## src/rtl/inst_sram_axi_bridge.sv

```systemverilog
// inst_sram_axi_bridge: single-outstanding SRAM-like fetch port to single-beat AXI read bridge
module inst_sram_axi_bridge #(
  parameter logic [3:0] AXI_ID = 4'd0
) (
  input  logic        clk,
  input  logic        reset,
  input  logic        inst_sram_req,
  input  logic [1:0]  inst_sram_size,
  input  logic [31:0] inst_sram_addr,
  output logic        inst_sram_addr_ok,
  output logic        inst_sram_data_ok,
  output logic [31:0] inst_sram_rdata,
  output logic [3:0]  arid,
  output logic [31:0] araddr,
  output logic [7:0]  arlen,
  output logic [2:0]  arsize,
  output logic [1:0]  arburst,
  output logic [1:0]  arlock,
  output logic [3:0]  arcache,
  output logic [2:0]  arprot,
  output logic        arvalid,
  input  logic        arready,
  input  logic [3:0]  rid,
  input  logic [31:0] rdata,
  input  logic [1:0]  rresp,
  input  logic        rlast,
  input  logic        rvalid,
  output logic        rready
);
  typedef enum logic [1:0] {IDLE, AR, R} state_t;
  state_t state, state_n;
  logic [31:0] addr_q;
  logic [2:0]  size_q;
  logic        unused_ok;
  assign unused_ok = ^{rid, rresp, rlast};
  always_comb begin
    state_n = state;
    state_n = (state == IDLE && inst_sram_req) ? AR :
              (state == AR && arready)         ? R  :
              (state == R && rvalid)           ? IDLE : state;
  end
  always_ff @(posedge clk) begin
    if (reset) begin
      state             <= IDLE;
      addr_q            <= 32'h0;
      size_q            <= 3'd0;
      inst_sram_rdata   <= 32'h0;
      inst_sram_data_ok <= 1'b0;
    end else begin
      state             <= state_n;
      inst_sram_data_ok <= state == R && rvalid;
      if (state == IDLE && inst_sram_req) begin
        addr_q <= inst_sram_addr;
        size_q <= {1'b0, inst_sram_size};
      end
      if (state == R && rvalid) inst_sram_rdata <= rdata;
    end
  end
  assign inst_sram_addr_ok = state == IDLE;
  assign arvalid = state == AR;
  assign rready  = state == R;
  assign araddr  = addr_q;
  assign arsize  = size_q;
  assign arid    = AXI_ID;
  assign arlen   = 8'd0;
  assign arburst = 2'b01;
  assign arlock  = 2'd0;
  assign arcache = 4'd0;
  assign arprot  = 3'd0;
endmodule

```

## config.mk

```make
export PLATFORM = sky130hd
export DESIGN_NAME = inst_sram_axi_bridge
export DESIGN_NICKNAME = d
export VERILOG_FILES = /design/src/rtl/inst_sram_axi_bridge.sv
export SDC_FILE = /design/constraint.sdc
export NUM_CORES = 1
export LEC_CHECK = 0
export ABC_AREA = 1
export CAP_MARGIN = 20
export CORE_MARGIN = 8
export CORE_UTILIZATION = 39
export CTS_CLUSTER_SIZE = 14
export DETAILED_ROUTE_END_ITERATION = 16
export GPL_ROUTABILITY_DRIVEN = 1
export GPL_TIMING_DRIVEN = 0
export PLACE_DENSITY = 0.83
export RECOVER_POWER = 100
export SETUP_SLACK_MARGIN = 0.5
export SKIP_LAST_GASP = 1
export SLEW_MARGIN = 20
export SYNTH_ARGS = -nofsm -noshare
export SYNTH_HDL_FRONTEND = slang
export SYNTH_SLANG_ARGS = --single-unit
```

## constraint.sdc

```tcl
create_clock -name clk -period 1.55 [get_ports clk]
set_clock_uncertainty 0.05 [all_clocks]
set_input_delay 0.465 -clock clk [delete_from_list [all_inputs] [get_ports clk]]
set_output_delay 0.465 -clock clk [all_outputs]
set_load 0.02 [all_outputs]
```

Yosys cells after proc, flatten, opt, wreduce, memory -nomap -nowiden
Index checks and enable logic that the tools add are counted.
{ "word_totals": {"register_bits": 69, "input_bits": 78} }
{ "classes": {"reduce_logical": 7, "eq_ne": 2, "mux": 3} }
{ "ops": {"columns": ["cell", "count"], "rows": [
  ["2-bit two-way mux", 2],
  ["1-bit logical AND", 3],
  ["3-bit nonzero test", 1],
  ["2-bit by 1-bit == test with 1-bit output (second input constant)", 1],
  ["2-bit == test (second input constant)", 1],
  ["2-bit zero test", 1],
  ["2-bit nonzero test", 1],
  ["2-bit OR reduction", 1],
  ["1-bit two-way mux", 1]
]} }

Longest topological paths before layout
Gate-level depths: netlist (run 1).
{ "logic_depth": {"ltp_word": 5, "ltp_mapped": 7} }

Least setup slack after synthesis (run 1)
Ideal clock, no wire load.
{ "synth_path": {"kind": "flip-flop to output port", "startpoint": "reg state[0]", "endpoint": "out inst_sram_addr_ok", "t_arrival_ns": 0.762, "required_time_ns": 1.035, "path_stages_with_launch": 3, "setup_slack_ns": 0.273, "cell_sequence": "dfxtp_1 > nor2_2 > buf_2"} }
{ "synth_between": {"elab_chain_len": 1} }
{ "synth_lines": {"columns": ["element", "line_no", "rtl"], "rows": [
  ["start: declaration", "31", "state_t state, state_n;"],
  ["start signal: assignment", "50", "state <= state_n;"],
  ["2-bit zero test", "59", "assign inst_sram_addr_ok = state == IDLE;"],
  ["end: declaration", "10", "output logic inst_sram_addr_ok,"]
]} }
No other way between the ends.

Final worst setup path (run 1)
{ "layout_path": {"startpoint": "reg state[0]", "endpoint": "out arvalid"} }
{ "layout_between": {"elab_chain_len": 1} }
{ "layout_lines": {"columns": ["element", "line_no", "rtl"], "rows": [
  ["2-bit by 1-bit == test with 1-bit output", "60", "assign arvalid = state == AR;"],
  ["end: declaration", "21", "output logic arvalid,"]
]} }
No other way between the ends.

==> results of run 1 <==
what timing repair did:
action / CTS / global route
pin swaps: 29 / 26
gates cloned: 12 / 0
buffers inserted: 43 / 19
endpoints found under the setup margin: 138 / 137
resized for setup: 592 / 45
state kept, by name, indices dropped and copies added, names as in the netlist:
signal,count
arsize,2
inst_sram_rdata,32
state,2
inst_sram_data_ok,1
araddr,32
Yosys cell counts:
cell      count  share of area, %
o21ai_0       1              0.16
nand2_1      99                12
conb_1        2              0.24
buf_4        29               7.0
buf_1         1              0.12
a21oi_1      36               5.8
dfxtp_1      69                44
nor2_1      102                12
nand3_1      36               5.8
clkbuf_1      7              0.84
nor2_2        1              0.20
buf_2        13               2.1
buf_6         3               1.1
inv_1        69               8.3
inv_2         1              0.12
how the worst max path moves through the flow:
stage / to / slack (ns) / cells past startpoint
2_1_floorplan: inst_sram_addr_ok / 0.38 / 2
3_3_place_gp: araddr[25] / -0.33 / 6
3_5_place_dp: araddr[26] / -0.36 / 6
4_1_cts: inst_sram_addr_ok / -0.04 / 3
5_1_grt: arvalid / -0.07 / 3
6_report: arvalid / -0.02 / 3
power by group through the flow:
stage / registers (mW) / clock network, mW / logic [mW]
floorplan: 2.14 / 0 / 0.538
global route: 2.02 / 1.41 / 1.96
global placement: 2.00 / 0 / 1.17
CTS: 2.00 / 1.31 / 1.63
finish: 2.01 / 1.31 / 1.86
detailed placement: 2.01 / 0 / 1.19
kinds of logic after synthesis:
group / count (synthesis)
flip-flops: 69
other: 2
buffers and inverters: 123
AND/OR/NAND/NOR: 238
AO/OA/AOI/OAI: 37
worst min-delay path, stage by stage, from the launching register on:
cell and delay, ns:
dfxtp_2 0.34, a21oi_2 0.09, nor2_1 0.05
layer usage:
layer | global-route usage (%) | part of all wire [%]
met5 | 0 | 0
met4 | 8.04 | 2.4
met3 | 10.2 | 11
met2 | 41.1 | 50
met1 | 24.0 | 36
layout make-up:
| type | instances | area [sq um] |
|---|---|---|
| clock buffer | 10 | 138 |
| antenna | 1 | 2.50 |
| multi-input combinational | 299 | 1660 |
| sequential | 69 | 1480 |
| buffer | 53 | 568 |
| tap | 102 | 128 |
| inverter | 70 | 265 |
| fill | 389 | 1120 |
| clock inverter | 5 | 27.5 |
| timing repair buffer | 213 | 2340 |
==> metrics.txt, run 1 <==
Detail Route Antenna Nets=0; 1st-iter DRT viols=197; clock slew at reported path FFs=0.08 ns; CTS sink cnt=69; register area share after synthesis=44.2%; mapped cell area=0.00312 sq mm; Tcrit/Tclk final=101%; placed cells=732; first drt pass iteration count=4; H-tree depth=3; Initial Util=40.4%; Clock Power Share=25.3%; critical path's slowest cell=dfxtp_4; final total power=5.19 mW; Worst Min Path Start=araddr[2]; endpoints failing hold=0; Final Instance Area=0.00661 sq mm; first-pass GRT wire length=21000 microns; GRT Overall Usage=23.2%; R2R depth=9; Area after DPL=0.00496 sq mm; Syn Area/Cell=6.66 sq um; CP startpoint=state[0]; simple-gate area share of the yosys netlist=30.1%; Detailed Route WL=15000 microns; R2R Path Start=state[0]; CP max FO=5; WHS Path Cells=2; most common cell after layout, fill and taps aside=nand2_1; Hold WC Path Type=flop to flop; nets=793; Max-Cap Viols=0; final setup fails=2; fmax=637 MHz; cell internal pwr=3.51 mW; Post-Synth XOR/XNOR Area=0%; via/cell ratio=4.81; Sequential Power Share=38.8%; final worst path period need=1.57 ns; number of global-route vias before repair=4057; Setup WS pre-CTS=-0.360 ns; Worst VDD drop=0.000583 V; die width=106 microns; critical path endpoint category=output port; worst-skew pair later-pin latency=0.33 ns; CP max stage delay=0.40 ns; via total after detailed routing=3955; R2R Path End=araddr[0]; most frequent cells in the layout=nand2_1, buf_6, buf_4; Cell Rows=32; RSZ-0062 raised after global routing=yes; PD cells=786 mW/mm^2; status=complete, but fails checks; grt total ovfl=0; utilization after layout=85.5%; CTS Hold Bufs=0; crit start category=flop; synth warn=0; Placeable Area=0.00773 sq mm; Sum Neg Setup Slack=-0.0332 ns; Die Ht=106 microns; Area growth, synth to finish=111%; Max Slew Vio Count=0; switching power=1.68 mW; Longest Clk Path Bufs=2; CTS Root Cell=clkbuf_8; Synth cell types=15; setup slack after layout=-0.0197 ns; layout cells sized above 1=51.9%; largest net degree at the start of global routing=12; WP data required=1.03 ns; hold_ws=0.466 ns; crit path DAT=1.05 ns; input/output buffers=139; fin cells=822; Net Sw Frac=32.3%; Leak=3.27 nW; Gate Count Post-Synth=469; #FFs+latches synth=69; hpwl dp=7470 microns; CP Cell Sequence=inv_2 -> nor2_2 -> buf_6; die area=0.0111 sq mm; hold path endpoint=araddr[2]; CP top delay family=flip-flops; initial antenna violation count=1; CTS tree=done; Post-route DRC=0; adder-cell share of the synthesized area=0%; multiplexer area fraction after synthesis=0%; IO Count=172; main combinational cell family by area after synthesis=simple AND/OR/NAND/NOR gates; Crit Path Class=flop to output port; flop2flop setup slack=0.03 ns; total CTS buffers=9; RD Place Congestion=0.807; post-synthesis compound-gate area fraction=5.93%; Routed WL per cell=18.2 microns; combinational power share=35.9%; failing checks=negative setup slack; CP bufs+invs=2
(Power assumes the default switching activity.)
==> run 2, diff against run 1 <==
--- a/config.mk
+++ b/config.mk
@@ -15,6 +15,7 @@
 export GPL_TIMING_DRIVEN = 0
 export PLACE_DENSITY = 0.83
 export RECOVER_POWER = 100
+export REMOVE_ABC_BUFFERS = 1
 export SETUP_SLACK_MARGIN = 0.5
 export SKIP_LAST_GASP = 1
 export SLEW_MARGIN = 20
==> run 2 against run 1 <==
  * The run still ends with negative setup slack left
  * Register-to-register slack better by 0.02 ns
  * Design area is 8.7% lower
  * Maximum frequency is 1.5% lower
  * Sequential share of layout area is 2.1 points higher
  * Flip-flop and latch count stayed put
  * Largest cell class unchanged
==> metrics.txt, run 2 (synthesis gave the netlist of run 1 again) <==
initial antenna violation count=0 (-1); Area growth, synth to finish=93.1%; CTS tree=done; Max Slew Vio Count=0 (unchanged); Worst VDD drop=0.000594 V (+1.9%); final setup fails=3 (+1); number of global-route vias before repair=3603 (-11%); PD cells=835 mW/mm^2 (+6.2%); hpwl dp=6460 microns (-14%); CP max FO=5 (unchanged); failing checks=negative setup slack; switching power=1.59 mW (-5.4%); Cell Rows=32 (unchanged); Tcrit/Tclk final=103% (+1.6 points); Sequential Power Share=39.9% (+1.1 points); endpoints failing hold=0 (unchanged); crit start category=flop; crit path DAT=1.08 ns (+0.03 ns); Die Ht=106 microns (unchanged); Net Sw Frac=31.5% (-0.80 points); worst rel slew slack=58.2%; RD Place Congestion=0.754 (-6.6%); critical path endpoint category=output port; Post-route DRC=0 (unchanged); combinational power share=34.1% (-1.8 points); number of diodes=0 (-1); fmax=627 MHz (-1.5%); CTS Root Cell=clkbuf_8; die area=0.0111 sq mm (unchanged); layout cells sized above 1=46.6% (-5.3 points); GR peak layer=met2; Crit Path Class=flop to output port; met2 usage=37.4% (-3.7 points); Max-Cap Viols=0 (unchanged); status=complete, but fails checks; input/output buffers=140 (+0.72%); cell internal pwr=3.45 mW (-1.8%); via total after detailed routing=3723 (-5.9%); H-tree depth=3 (unchanged); final-layout fill cell count=451 (+16%); most common cell after layout, fill and taps aside=nor2_1; CTS sink cnt=69 (unchanged); Placeable Area=0.00773 sq mm (unchanged); Detailed Route WL=14000 microns (-6.6%); Clock Power Share=26.0% (+0.7 points); hold_ws=0.387 ns (-0.0795 ns); Sum Neg Setup Slack=-0.0789 ns (-0.0458 ns); RSZ-0062 raised after global routing=yes; WP data required=1.03 ns (about the same); total CTS buffers=9 (unchanged); Seq. cell area=0.00148 sq mm (-0.17%); Hold WC Path Type=input port to flop; clock slew at reported path FFs=0.07 ns (about the same); area of the multi-input gates=0.00169 sq mm (+1.6%); Longest Clk Path Bufs=2 (unchanged); setup slack after layout=-0.0443 ns (-0.0246 ns); die width=106 microns (unchanged); grt total ovfl=0 (unchanged); Detail Route Antenna Nets=0 (unchanged); CTS Hold Bufs=0 (unchanged); 1st-iter DRT viols=137 (-30%); first drt pass iteration count=4 (unchanged); Leak=2.92 nW (-11%); worst-skew pair later-pin latency=0.33 ns (about the same); IO Count=172 (unchanged); worst slew pin tran=0.627 ns; final worst path period need=1.59 ns (+0.0246 ns); first-pass GRT wire length=18300 microns (-13%); via/cell ratio=4.87 (+1.1%); nets=738 (-6.9%); Initial Util=40.4% (unchanged); Routed WL per cell=18.3 microns (+0.40%); GR Util met3=8.04% (-2.2 points); most frequent cells in the layout=nor2_1, buf_6, nand2_1; largest net degree at the start of global routing=43 (+31); GRT Overall Usage=20.3% (-2.9 points); met1 Use GR=20.3% (-3.7 points)
run 2: power by group through the flow:
stage,Clock [mW],Combinational (mW),Sequential (mW)
floorplan,0,0.355,2.13
global placement,0,0.993,1.98
detailed placement,0,1.05,1.99
CTS,1.32,1.44,2.00
global route,1.39,1.81,2.02
finish,1.31,1.72,2.01
run 2: through the flow:
stage	worst slack, ns	utilization (%)	area [sq um]	std cells	power [mW]
CTS	-0.0399	70.6	5460	733	4.76
detailed placement	-0.543	58.1	4490	684	3.04
floorplan	-0.727	-	2860	438	2.48
finish	-0.0443	78.1	6030	765	5.04
global route	-0.0732	78.1	6030	765	5.23
global placement	-1.96	56.8	4390	680	2.98
run 2: final cells by class:
class / instances / share of cell area [%]
Clock buffer: 12 / 2.57
Sequential cell: 69 / 24.5
Clock inverter: 2 / 0.166
Multi-Input combinational cell: 307 / 28.0
Timing Repair Buffer: 202 / 37.5
Inverter: 70 / 5.00
Tap cell: 102 / 2.12
Timing Repair inverter: 1 / 0.145
run 2: final timing paths:
path | start | endpoint | slack [ns] | cells after the start
max | state[0] | rready | -0.04 | 3
min | reset | inst_sram_data_ok | 0.39 | 2
max reg2reg | state[0] | araddr[10] | 0.05 | 9
min reg2reg | araddr[15] | araddr[15] | 0.44 | 2
run 2: layer usage:
metal	routed length, microns	vias to the layer above	share of wire [%]
met1	5040	1765	36
li1	-	1748	-
met2	7400	177	53
met3	1180	33	8.4
met5	0	-	0
met4	357	0	2.6
run 2: timing repair:
item / 4_1_cts / 5_1_grt
cloned: 12 / 4
pin swaps: 12 / 28
buffers inserted: 23 / 28
setup endpoints to repair: 139 / 138
resized for setup: 556 / 92
run 2: critical path, stage by stage (launching register included):
cell and delay (ns):
dfxtp_4 0.39, buf_6 0.13, nor2_4 0.10, buf_6 0.13
